`src/rtl/ariane_pkg.sv`:
```
// ariane_pkg: shared decode/issue types for the issue-side slice.
//   ISSUE_FIFO_DEPTH    default depth of the decode->issue elastic buffer
//   fu_t                functional-unit selector carried by each decoded entry
//   scoreboard_entry_t  decoded instruction record passed from decode to issue
package ariane_pkg;

    localparam int unsigned ISSUE_FIFO_DEPTH = 4;

    typedef enum logic [2:0] {
        NONE,
        LOAD,
        STORE,
        ALU,
        CTRL_FLOW,
        MULT,
        CSR
    } fu_t;

    typedef struct packed {
        logic [63:0] pc;
        logic [2:0]  trans_id;
        fu_t         fu;
        logic [7:0]  op;
        logic [5:0]  rs1;
        logic [5:0]  rs2;
        logic [5:0]  rd;
        logic [63:0] result;
        logic        valid;
        logic        use_imm;
    } scoreboard_entry_t;

endpackage

```
`src/rtl/issue_entry_fifo.sv`:
```
// issue_entry_fifo: elastic buffer between decode and the load/store reorder stage.
// Zero-latency fall-through when empty, one-entry lookahead (peek) behind the head,
// flushed together with the frontend.
//
// Ports:
//   clk_i, rst_ni                      clock, synchronous active-low reset
//   flush_i                            drop all buffered entries
//   issue_entry_i / _valid_i           decoded entry from decode
//   is_ctrl_flow_i                     entry is control flow
//   issue_instr_ack_o                  entry accepted this cycle (to decode)
//   issue_entry_o / _valid_o           head entry (to reorder stage)
//   is_ctrl_flow_o                     head is control flow
//   issue_instr_ack_i                  head consumed this cycle
//   peek_entry_o / peek_valid_o        entry behind head
//   count_o                            stored entries (fall-through not counted)
//
// Optional build macro ISSUE_FIFO_STATS_EN adds:
//   full_stall_cnt_o                   saturating count of cycles stalled on a full buffer
//   max_occupancy_o                    high-water mark of count_o
// Both are cleared by reset only.
module issue_entry_fifo
    import ariane_pkg::*;
#(
    parameter int unsigned DEPTH = ISSUE_FIFO_DEPTH
) (
    input  logic                       clk_i,
    input  logic                       rst_ni,
    input  logic                       flush_i,
    input  scoreboard_entry_t          issue_entry_i,
    input  logic                       issue_entry_valid_i,
    input  logic                       is_ctrl_flow_i,
    output logic                       issue_instr_ack_o,
    output scoreboard_entry_t          issue_entry_o,
    output logic                       issue_entry_valid_o,
    output logic                       is_ctrl_flow_o,
    input  logic                       issue_instr_ack_i,
    output scoreboard_entry_t          peek_entry_o,
    output logic                       peek_valid_o,
    output logic [$clog2(DEPTH+1)-1:0] count_o
`ifdef ISSUE_FIFO_STATS_EN
    ,
    output logic [31:0]                full_stall_cnt_o,
    output logic [$clog2(DEPTH+1)-1:0] max_occupancy_o
`endif
);

    localparam int unsigned CNT_W = $clog2(DEPTH + 1);
    localparam int unsigned PTR_W = (DEPTH > 1) ? $clog2(DEPTH) : 1;

    typedef struct packed {
        scoreboard_entry_t sbe;
        logic              is_ctrl_flow;
    } fifo_entry_t;

    fifo_entry_t      mem_q [DEPTH];
    logic [CNT_W-1:0] count_q;
    logic [PTR_W-1:0] rd_ptr_q;
    logic [PTR_W-1:0] wr_ptr_q;
    logic [PTR_W-1:0] rd_ptr_nxt;

    logic active;
    logic empty;
    logic full;
    logic push;
    logic pop;
    logic push_store;
    logic pop_store;

    // DEPTH need not be a power of two, so wrap on an explicit compare.
    function automatic logic [PTR_W-1:0] ptr_inc(input logic [PTR_W-1:0] p);
        if (p == PTR_W'(DEPTH - 1)) begin
            return '0;
        end
        return p + 1'b1;
    endfunction

    assign empty      = (count_q == '0);
    assign full       = (count_q == CNT_W'(DEPTH));
    assign rd_ptr_nxt = ptr_inc(rd_ptr_q);

    always_comb begin
        active              = rst_ni & ~flush_i;
        // ack_i -> ack_o is combinational: a full buffer accepts while it is drained.
        issue_instr_ack_o   = rst_ni & (flush_i | ~full | issue_instr_ack_i);

        issue_entry_o       = issue_entry_i;
        is_ctrl_flow_o      = is_ctrl_flow_i;
        issue_entry_valid_o = active & issue_entry_valid_i;
        if (!empty) begin
            issue_entry_o       = mem_q[rd_ptr_q].sbe;
            is_ctrl_flow_o      = mem_q[rd_ptr_q].is_ctrl_flow;
            issue_entry_valid_o = active;
        end

        // With a single stored entry the lookahead is whatever decode offers now.
        peek_entry_o = issue_entry_i;
        peek_valid_o = 1'b0;
        if (count_q >= CNT_W'(2)) begin
            peek_entry_o = mem_q[rd_ptr_nxt].sbe;
            peek_valid_o = active;
        end else if (!empty) begin
            peek_valid_o = active & issue_entry_valid_i;
        end

        push       = active & issue_entry_valid_i & issue_instr_ack_o;
        pop        = issue_entry_valid_o & issue_instr_ack_i;
        // Empty with push and pop together: the entry falls straight through.
        push_store = push & ~(empty & pop);
        pop_store  = pop & ~empty;
    end

    assign count_o = rst_ni ? count_q : '0;

    always_ff @(posedge clk_i) begin
        if (!rst_ni || flush_i) begin
            count_q  <= '0;
            rd_ptr_q <= '0;
            wr_ptr_q <= '0;
        end else begin
            if (push_store) begin
                wr_ptr_q <= ptr_inc(wr_ptr_q);
            end
            if (pop_store) begin
                rd_ptr_q <= rd_ptr_nxt;
            end
            count_q <= count_q + CNT_W'(push_store) - CNT_W'(pop_store);
        end
    end

    // Storage is not reset; validity is carried by count_q alone.
    always_ff @(posedge clk_i) begin
        if (push_store) begin
            mem_q[wr_ptr_q] <= '{sbe: issue_entry_i, is_ctrl_flow: is_ctrl_flow_i};
        end
    end

`ifdef ISSUE_FIFO_STATS_EN
    logic [31:0]      full_stall_cnt_q;
    logic [CNT_W-1:0] max_occupancy_q;

    always_ff @(posedge clk_i) begin
        if (!rst_ni) begin
            full_stall_cnt_q <= '0;
            max_occupancy_q  <= '0;
        end else begin
            if (full && issue_entry_valid_i && !issue_instr_ack_i && (full_stall_cnt_q != '1)) begin
                full_stall_cnt_q <= full_stall_cnt_q + 32'd1;
            end
            if (count_q > max_occupancy_q) begin
                max_occupancy_q <= count_q;
            end
        end
    end

    assign full_stall_cnt_o = full_stall_cnt_q;
    assign max_occupancy_o  = max_occupancy_q;
`else
    // Statistics counters not built in this configuration.
`endif

endmodule

```
`config.mk`:
```
export PLATFORM = sky130hd
export DESIGN_NAME = issue_entry_fifo
export DESIGN_NICKNAME = d
export VERILOG_FILES = /design/src/rtl/ariane_pkg.sv /design/src/rtl/issue_entry_fifo.sv
export SDC_FILE = /design/constraint.sdc
export NUM_CORES = 1
export LEC_CHECK = 0
export CORE_MARGIN = 2
export CORE_UTILIZATION = 35
export DETAILED_ROUTE_END_ITERATION = 10
export GPL_TIMING_DRIVEN = 0
export PLACE_DENSITY_LB_ADDON = 0.08
export SYNTH_ARGS = -nofsm -noshare
export SYNTH_HDL_FRONTEND = slang
export SYNTH_SLANG_ARGS = --single-unit
export TNS_END_PERCENT = 100
```
`constraint.sdc`:
```
create_clock -name clk_i -period 5.1 [get_ports clk_i]
set_input_delay 0.51 -clock clk_i [delete_from_list [all_inputs] [get_ports clk_i]]
set_output_delay 0.51 -clock clk_i [all_outputs]
set_load 0.02 [all_outputs]
```
==> results.yml <==
floorplan:
  dieHeight_um: 305
  io_pins: 499
  initial_core_util_pct: 35.3
  core_sq_um: 90000
  dieArea_sq_um: 93200
  fp.dieW_um: 305
  rows: 110
sta:
  finalSetupViolCount: 0
  period_needed_ps: 4520
  slew_headroom_pct: 18.0
  hold_violations: 0
  rsz0062_at_grt: "no"
  setup_ws_ps: 580
  slew_violations: 0
  setup_tns_ps: 0
  fin_crit_sh_pct: 88.6
  fmax_mhz: 221
  fin_skew_ps: 23.8
  worstMarginPinSlew_ps: 1230
critical_path:
  crit_path_start_kind: "register"
  crit_chain: "nor3_1 -> clkbuf_1 -> buf_2 -> mux2_2 -> clkdlybuf4s50_1"
  crit_path_end_kind: "output pin"
  worstReg2RegEnd: "mem_q[1][63]"
  slowest_delay_ps: 970
  path_buf_inv: 3
  ff2ff_setup_slack_ps: 1770
  slowest_stage: "clkbuf_1"
  worstPathArrival_ps: 4010
  setup.worst_path.class: "register to output pin"
  r2r_start: "count_q[1]"
  cp_max_fo: 10
  cp.required_ps: 4590
  reg2reg_depth: 5
  path_delay_family: "buffers and inverters"
synthesis:
  synth_area_leaders: "edfxtp_1 (62%), mux4_2 (23%), mux2_2 (12%), buf_2 (0.88%), buf_6 (0.64%)"
  synth_warnings: 0
  ys_ff_latch: 661
  muxShareOfSynthArea_pct: 34.7
  yosysTopAreaCell: "edfxtp_1"
  post_synth.cell_area_avg_sq_um: 21.5
  synth.distinct_cells: 29
  seq_area_frac_synth_pct: 62.2
  netlist.area_leader.share_pct: 61.6
  yosys.area_share.simple_pct: 0.422
  synthesis.area_sq_um: 31800
  synthAdderAreaFrac_pct: 0.378
  synth_compound_area_share_pct: 0.134
  syn_inst: 1474
  synth_top_family_by_area: "multiplexers"
  syn-num-nets: 1651
  synth-xor-area-share_pct: 0.0276
placed_design:
  dp_hpwl_um: 60500
  routabilityCongestion: 0.738
  dp_slack_ps: 1080
  portBuffers: 498
clock_network:
  h-tree-depth: 3
  worstSkewPairLatency_ps: 620
  postCtsSetupBuffers: 0
  clockBufferDepth: 3
  cts_made_buffers: 76
  cts.repair.resized: 0
  clock-sinks: 661
  cts_tree: "done"
  cts-root-buf: "clkbuf_16"
  path_clk_slew_ps: 60
  hold_buffers: 0
layout:
  drive_above_1_share_pct: 40.4
  final_nets: 2239
  final_util_pct: 45.6
  synthToLayoutAreaGrowth_pct: 29.4
status:
  outcome: "finished, final reports clean"
routing:
  drc: 0
  wl_per_cell_um: 28.2
  drt_iter0_drc: 1047
  dr.pass1.iters: 7
  ant_nets: 0
  drt_wl_total_um: 92900
  num_vias: 17800
  vias_per_cell: 5.39
grt:
  grt_pass1_vias: 19200
  grt_overflow: 0
  antenna_found_initial: 14
  grtUsageTotal_pct: 19.7
  grt_max_degree: 48
  grt_first_pass_wirelength_um: 135000
pwr:
  irDropWorstVdd_uv: 201
  cellPowerDensity_nw_per_um2: 307
  p_leak_uw: 0.0128
worst_hold_path:
  hold_end: "wr_ptr_q[1]"
  hp-class: "register to register"
  min_from: "wr_ptr_q[1]"
  holdPathStages: 2
flow_run:
  max_cap_violations: 0
[how the worst max path moves through the flow]
stage,from,depth (start not counted),to
2_1_floorplan,issue_instr_ack_i,3,mem_q[0][0]
3_3_place_gp,issue_instr_ack_i,4,mem_q[3][17]
3_5_place_dp,count_q[1],5,issue_entry_o[70]
4_1_cts,count_q[1],5,issue_entry_o[70]
5_1_grt,count_q[1],5,issue_entry_o[64]
6_report,count_q[1],5,issue_entry_o[70]
[cells in the final DEF, fill, tap and decap left out, types with 10 or more instances in the layout]
master / instances
buf_16: 12
buf_2: 56
buf_6: 18
bufinv_16: 10
clkbuf_1: 37
clkbuf_16: 78
clkdlybuf4s50_1: 498
clkinv_1: 15
clkinv_2: 13
edfxtp_1: 652
mux2_2: 326
mux4_2: 325
[cells in the mapped netlist]
library cell	count
edfxtp_1	652
mux2_2	326
mux4_2	325
buf_2	56
clkbuf_1	22
buf_6	18
dfxtp_1	9
nor2_1	9
buf_4	8
ha_1	8
buf_1	6
inv_1	6
and2_1	4
and3_1	4
mux2i_1	3
nand2_1	3
nor3_1	2
o31ai_1	2
a211oi_1	1
a21boi_0	1
a21oi_1	1
fa_1	1
inv_2	1
nand2b_1	1
nor2b_1	1
nor3b_1	1
nor4b_1	1
o21a_1	1
xnor2_1	1
[through the flow]
stage	power, uW	cells	hold WS, ps	area [sq um]
after global routing	13000	3298	544	41100
after global placement	7180	3148	485	38200
after detailed placement	7190	3160	501	38600
after CTS	12800	3297	513	41100
after floorplan	6580	1474	468	31800
final	12600	3299	510	41100
[tightest hold or removal path: cells and delay by family, from the launching register on]
| family | cells | cell delay, ps |
|---|---|---|
| simple gates | 1 | 70 |
| mux | 1 | 60 |
| flops | 1 | 340 |
[metal layers]
metal | wire [um] | global-route usage (%) | up-vias | part of all wire (%)
li1 | - | - | 7593 | -
met1 | 38400 | 25.7 | 9488 | 41
met2 | 45900 | 32.6 | 552 | 49
met3 | 6040 | 4.84 | 137 | 6.5
met4 | 2470 | 5.93 | 20 | 2.7
met5 | 132 | 0 | - | 0.14
[where the power goes]
group	internal, uW	switching (uW)	total (uW)
registers	6000	13.4	6020
logic	532	523	1050
clock network	3330	2200	5530
[flip-flops by register name (all words and copies together) (netlist names), named ones only]
register  flops
mem_q       652
wr_ptr_q      2
count_q       3
rd_ptr_q      2
[logic make-up after synthesis]
logic type	after synthesis
compound gates	6
xor+xnor	1
fa+ha+maj	9
buf+inv	117
flops	661
mux	654
simple gates	26
[area by class of cell]
class                           count  area (sq um)
Clock buffer                       95          2040
Antenna cell                        2          5.00
Sequential cell                   661         19800
Timing Repair Buffer              510          5320
Tap cell                         1176          1470
Buffer                            110           648
Clock inverter                     42           479
Fill cell                        7684         48900
Multi-Input combinational cell    696         11300
Inverter                            7          26.3
Note: power is estimated with default switching activity, not from simulation.
